--- src/rtl/cpu_pkg.sv ---
// Shared processor/memory constants and the program memory state type.
package cpu_pkg;

    localparam int unsigned WORD_W   = 10;
    localparam int unsigned OP_W     = 3;
    localparam int unsigned ADDR_W   = WORD_W - OP_W;
    localparam int unsigned OUT_ADDR = (2 ** ADDR_W) - 1;

    typedef enum logic {
        S_LOAD = 1'b0,
        S_RUN  = 1'b1
    } mem_state_t;

endpackage

--- src/rtl/program_memory_mem_array.sv ---
// Word array with one synchronous write port and one asynchronous read port; contents are not reset.
module mem_array #(
    parameter int unsigned WORD_W = 10,
    parameter int unsigned ADDR_W = 7,
    parameter int unsigned DEPTH  = 2 ** ADDR_W
) (
    input  logic              clock,
    input  logic              we,
    input  logic [ADDR_W-1:0] waddr,
    input  logic [WORD_W-1:0] wdata,
    input  logic [ADDR_W-1:0] raddr,
    output logic [WORD_W-1:0] rdata
);

    logic [WORD_W-1:0] mem [DEPTH];

    always_ff @(posedge clock) begin
        if (we) begin
            mem[waddr] <= wdata;
        end
    end

    assign rdata = mem[raddr];

endmodule

--- src/rtl/program_memory.sv ---
// Program/ciphertext memory on the processor bus, with a ready/valid preloader,
// a run release to the processor, and a registered output port mirroring OUT_ADDR writes.
module program_memory #(
    parameter  int unsigned WORD_W   = cpu_pkg::WORD_W,
    parameter  int unsigned OP_W     = cpu_pkg::OP_W,
    localparam int unsigned ADDR_W   = WORD_W - OP_W,
    parameter  int unsigned DEPTH    = 2 ** (WORD_W - OP_W),
    parameter  int unsigned OUT_ADDR = DEPTH - 1
) (
    input  logic              clock,
    input  logic              n_reset,
    input  logic              CS,
    input  logic              R_NW,
    input  logic [ADDR_W-1:0] addr,
    input  logic [WORD_W-1:0] wdata,
    output logic [WORD_W-1:0] rdata,
    input  logic              ld_valid,
    input  logic [WORD_W-1:0] ld_data,
    input  logic              ld_last,
    output logic              ld_ready,
    output logic              run,
    output logic [WORD_W-1:0] out_data,
    output logic              out_strobe,
    output logic              err_flag
);

    import cpu_pkg::*;

    mem_state_t        state;
    logic [ADDR_W-1:0] ptr;
    logic              load_fire;
    logic              bus_rd;
    logic              bus_wr;
    logic              mem_we;
    logic [ADDR_W-1:0] mem_waddr;
    logic [WORD_W-1:0] mem_wdata;
    logic [WORD_W-1:0] mem_rdata;

    // ld_ready is held low while reset is asserted so no beat is offered during reset.
    assign ld_ready  = n_reset && (state == S_LOAD);
    assign run       = (state == S_RUN);
    assign load_fire = ld_valid && ld_ready;
    assign bus_rd    = (state == S_RUN) && CS && R_NW;
    assign bus_wr    = (state == S_RUN) && CS && !R_NW;

    always_comb begin
        mem_we    = 1'b0;
        mem_waddr = addr;
        mem_wdata = wdata;
        if (state == S_LOAD) begin
            mem_we    = load_fire;
            mem_waddr = ptr;
            mem_wdata = ld_data;
        end else begin
            mem_we    = bus_wr;
        end
    end

    mem_array #(
        .WORD_W (WORD_W),
        .ADDR_W (ADDR_W),
        .DEPTH  (DEPTH)
    ) u_mem_array (
        .clock (clock),
        .we    (mem_we),
        .waddr (mem_waddr),
        .wdata (mem_wdata),
        .raddr (addr),
        .rdata (mem_rdata)
    );

    assign rdata = bus_rd ? mem_rdata : '0;

    always_ff @(posedge clock or negedge n_reset) begin
        if (!n_reset) begin
            state      <= S_LOAD;
            ptr        <= '0;
            out_data   <= '0;
            out_strobe <= 1'b0;
            err_flag   <= 1'b0;
        end else begin
            out_strobe <= 1'b0;
            case (state)
                S_LOAD: begin
                    if (CS) begin
                        err_flag <= 1'b1;
                    end
                    if (load_fire) begin
                        // The pointer saturates on the final slot; the state change ends loading.
                        if (ptr != ADDR_W'(DEPTH - 1)) begin
                            ptr <= ptr + 1'b1;
                        end
                        if (ld_last || (ptr == ADDR_W'(DEPTH - 1))) begin
                            state <= S_RUN;
                        end
                    end
                end
                S_RUN: begin
                    if (bus_wr && (addr == ADDR_W'(OUT_ADDR))) begin
                        out_data   <= wdata;
                        out_strobe <= 1'b1;
                    end
                end
                default: state <= S_LOAD;
            endcase
        end
    end

endmodule
--- config.mk ---
export PLATFORM = sky130hd
export DESIGN_NAME = program_memory
export DESIGN_NICKNAME = d
export VERILOG_FILES = /design/src/rtl/cpu_pkg.sv /design/src/rtl/program_memory_mem_array.sv /design/src/rtl/program_memory.sv
export SDC_FILE = /design/constraint.sdc
export NUM_CORES = 1
export LEC_CHECK = 0
export CORE_ASPECT_RATIO = 0.5
export CORE_MARGIN = 3
export CORE_UTILIZATION = 45
export DETAILED_ROUTE_END_ITERATION = 10
export GPL_TIMING_DRIVEN = 0
export PLACE_DENSITY = 0.58
export SETUP_SLACK_MARGIN = 0.15
export SLEW_MARGIN = 0
export SYNTH_ARGS = -nofsm -noshare
export SYNTH_HDL_FRONTEND = slang
export SYNTH_HIERARCHICAL = 1
export SYNTH_SLANG_ARGS = --single-unit
--- constraint.sdc ---
create_clock -name clock -period 8.85 [get_ports clock]
set_input_delay 1.3275 -clock clock [delete_from_list [all_inputs] [get_ports clock]]
set_output_delay 1.3275 -clock clock [all_outputs]
set_load 0.03 [all_outputs]
==> metrics.json <==
{
  "synthCells": 2082,
  "slew_headroom_pct": -2.80,
  "worstSetupStartpointType": "input port",
  "worst_pin_slew_ns": 1.54,
  "global_route.usage.met2_pct": 33.0,
  "power.combinational.fraction_pct": 8.3,
  "finalSetupViolCount": 0,
  "intPower_w": 0.0100,
  "power_switching_share_pct": 22.9,
  "die_h_um": 242,
  "antenna_found_initial": 9,
  "first_pass_grt_wire_length_um": 174000,
  "critPathMaxFanout": 10,
  "die-width_um": 479,
  "hpwl_um": 75000,
  "antenna_violating_nets_post_route": 0,
  "synth_area_leaders": "sky130_fd_sc_hd__edfxtp_1 (76%), sky130_fd_sc_hd__mux4_2 (19%), sky130_fd_sc_hd__dfrtp_1 (1.0%)",
  "synth.most_common_cell": "sky130_fd_sc_hd__edfxtp_1",
  "synth_largest_area_cell": "sky130_fd_sc_hd__edfxtp_1",
  "clockRootBuffer": "sky130_fd_sc_hd__clkbuf_16",
  "global_route.overflow_total": 0,
  "synth.avg_cell_area_sq_um": 24.1,
  "share_of_total_power_in_sequential_cells_pct": 54.1,
  "worst_hold_path_type": "reg -> reg",
  "p_per_area_mw_per_mm2": 229,
  "detailedRoute.firstIterationViolations": 2708,
  "nets": 2296,
  "detailedPlace.worstSlack_ns": 0.746,
  "ios": 57,
  "finalWirelength_um": 121000,
  "postCtsResizedCells": 0,
  "total_leakage_power_nw": 17.3,
  "cts_tree": "built",
  "routedWlPerCell_um": 31.7,
  "floorplan.die_area_sq_mm": 0.116,
  "core-area_sq_mm": 0.109,
  "setup_slack_ns": 0.798,
  "globalRouteTotalUtil_pct": 21.2,
  "starting_density_of_the_core_pct": 46.0,
  "tns_ns": 0,
  "clock_power_share_pct": 37.6,
  "drive_gt1_share_pct": 29.2,
  "synth_warnings": 6,
  "proportion_of_synthesized_chip_area_in_sequential_cells_pct": 77.4,
  "cts.clk_slew.worst_paths_ns": 0.07,
  "via_count_of_the_first_global_routing_pass": 23220,
  "synth_commonest_cells": "sky130_fd_sc_hd__edfxtp_1 (1280), sky130_fd_sc_hd__mux4_2 (420), sky130_fd_sc_hd__nor2_1 (122)",
  "htree_num_levels": 3,
  "cts-hold-fix-buffers": 0,
  "peakVddDrop_v": 0.000161,
  "hold_slack_ns": 0.478,
  "rr_worst_depth": 7,
  "arrival_ns": 6.72,
  "remaining_drcs": 0,
  "route.detailed.vias_per_inst": 5.97,
  "n_fill_cell": 8412,
  "syn_to_final_growth_pct": 12.6,
  "clockBufferDepth": 3,
  "switchingPower_w": 0.00298,
  "yosys_register_bits": 1300,
  "worst_skew_pair.late_latency_ns": 0.72,
  "globalRouteMet1Util_pct": 31.2,
  "grt_setup_unrepaired": "false",
  "dr.pass1.iters": 5,
  "cap_violations": 1,
  "globalRouteMet3Util_pct": 4.17,
  "pin_count_of_the_biggest_net_entering_global_routing": 129,
  "grt-busiest-layer": "met2",
  "numCtsBuffers": 111,
  "cts_setup_buffers": 0,
  "violations": "capacitance limit, slew limit",
  "port-buffer-count": 56,
  "finClkSkew_ns": 0.0211,
  "cts_sinks": 1300,
  "std_cell_rows": 85,
  "worst_hold_path_cell_count": 1,
  "via_count": 22891,
  "max_freq_mhz": 124,
  "outcome": "finished, violations left",
  "postSynth.asyncResetShare_pct": 1.54,
  "gpl.final_weighted_congestion": 0.820,
  "timing.critical_path.to_type": "output pin",
  "syn_nets": 2116,
  "post_synth_num_cell_types": 33,
  "placed_cell_area_sq_mm": 0.0530,
  "hold_violations": 0,
  "crit_required_ns": 7.52,
  "shortest_period_the_worst_path_allows_ns": 8.05,
  "timing.final.max_slew_violations": 9,
  "antenna_fix_cells": 0,
  "layout_worst_path_cycle_share_pct": 91.0,
  "synth-edff-count": 1280,
  "postSynth.topFlopCell": "sky130_fd_sc_hd__edfxtp_1",
  "worst-setup-path-type": "in -> out",
  "synth_largest_type_area_fraction_pct": 76.5,
  "syn_area_sq_mm": 0.0503,
  "finalInstanceArea_sq_mm": 0.0566
}
[final cells by class]
cell class | count | area (sq um) | area share, %
buffer | 112 | 474 | 0.837
clock buffer | 138 | 2950 | 5.21
clock inverter | 67 | 632 | 1.12
inverter | 2 | 7.51 | 0.0133
multi-input combinational | 668 | 11000 | 19.4
sequential | 1300 | 38900 | 68.8
tap | 1479 | 1850 | 3.27
timing repair buffer | 67 | 791 | 1.40
[path summary, 6_finish.rpt]
kind / slack [ns] / endpoint / start
min reg2reg: 0.48 / err_flag$_DFFE_PN0P_ / err_flag$_DFFE_PN0P_
min: 0.48 / err_flag$_DFFE_PN0P_ / err_flag$_DFFE_PN0P_
min in group asynchronous: 1.27 / out_data[2]$_DFFE_PN0P_ / n_reset
max: 0.80 / rdata[9] / addr[2]
max reg2reg: 4.19 / u_mem_array/mem[22][4]$_DFFE_PP_ / run$_DFF_PN0_
max in group asynchronous: 6.80 / out_data[1]$_DFFE_PN0P_ / n_reset
[stage by stage]
| step | util (%) | power [W] | std cells |
|---|---|---|---|
| after CTS | 51.8 | 0.0131 | 3833 |
| after floorplan | - | 0.00773 | 2082 |
| after global placement | 48.2 | 0.00822 | 3617 |
| after global routing | 51.8 | 0.0134 | 3833 |
| final | 51.8 | 0.0130 | 3833 |
| after detailed placement | 48.6 | 0.00825 | 3628 |
[cell usage in the layout (no fill, tap or decap), types with 2 or more instances in the layout]
cell / n
sky130_fd_sc_hd__edfxtp_1: 1280
sky130_fd_sc_hd__mux4_2: 420
sky130_fd_sc_hd__nor2_1: 122
sky130_fd_sc_hd__clkbuf_16: 112
sky130_fd_sc_hd__clkbuf_1: 86
sky130_fd_sc_hd__clkdlybuf4s50_1: 56
sky130_fd_sc_hd__buf_2: 33
sky130_fd_sc_hd__clkinv_2: 30
sky130_fd_sc_hd__mux2_2: 28
sky130_fd_sc_hd__dfrtp_1: 20
sky130_fd_sc_hd__clkinv_1: 16
sky130_fd_sc_hd__nand3_1: 15
sky130_fd_sc_hd__nand2_1: 15
sky130_fd_sc_hd__and2_1: 11
sky130_fd_sc_hd__bufinv_16: 10
sky130_fd_sc_hd__nor3_2: 9
sky130_fd_sc_hd__nor2b_1: 8
sky130_fd_sc_hd__mux2_4: 7
sky130_fd_sc_hd__clkbuf_2: 7
sky130_fd_sc_hd__buf_1: 6
sky130_fd_sc_hd__buf_16: 6
sky130_fd_sc_hd__nand4_1: 5
sky130_fd_sc_hd__clkbuf_8: 5
sky130_fd_sc_hd__xnor2_1: 4
sky130_fd_sc_hd__clkinvlp_4: 4
sky130_fd_sc_hd__buf_6: 4
sky130_fd_sc_hd__and3_1: 3
sky130_fd_sc_hd__mux2_8: 3
sky130_fd_sc_hd__inv_6: 3
sky130_fd_sc_hd__a21o_1: 2
sky130_fd_sc_hd__inv_1: 2
sky130_fd_sc_hd__inv_16: 2
sky130_fd_sc_hd__nand2b_1: 2
[power groups by stage]
stage / registers, W / logic, W / clock network, W
4_1_cts: 0.00702 / 0.00110 / 0.00498
3_3_place_gp: 0.00719 / 0.00103 / 0
6_report: 0.00702 / 0.00108 / 0.00488
2_1_floorplan: 0.00716 / 0.000571 / 0
5_1_grt: 0.00702 / 0.00115 / 0.00523
3_5_place_dp: 0.00715 / 0.00110 / 0
[state kept, by name, indices dropped and copies added (netlist names)]
name	count
u_mem_array/mem	1280
ptr	7
out_strobe	1
err_flag	1
run	1
out_data	10
[per-layer routing]
layer / vias up / part of all wire (%) / wire, um
met5: - / 0 / 0
met1: 12636 / 42 / 51500
met4: 0 / 1.9 / 2310
met3: 135 / 7.6 / 9210
met2: 822 / 48 / 58400
li1: 9298 / - / -
[worst max-delay path, cell delays in order]
cell and delay, ns:
sky130_fd_sc_hd__clkdlybuf4s50_1 0.63, sky130_fd_sc_hd__clkbuf_1 0.33, sky130_fd_sc_hd__clkbuf_1 1.10, sky130_fd_sc_hd__clkbuf_1 0.61, sky130_fd_sc_hd__mux4_2 0.43, sky130_fd_sc_hd__mux4_2 0.57, sky130_fd_sc_hd__mux4_2 0.61, sky130_fd_sc_hd__mux2_2 0.35
sky130_fd_sc_hd__and2_1 0.15, sky130_fd_sc_hd__clkdlybuf4s50_1 0.58
[cells by family after synthesis]
family                   count (synthesis)  synth area share [%]
multiplexers                           458                  19.7
flip-flops                            1300                  77.4
AO/OA/AOI/OAI                           10                 0.144
adder cells (fa/ha/maj)                  1                0.0249
AND/OR/NAND/NOR                        195                  1.71
XOR/XNOR                                 4                0.0697
buffers and inverters                  114                 0.941
(Power assumes the default switching activity.)
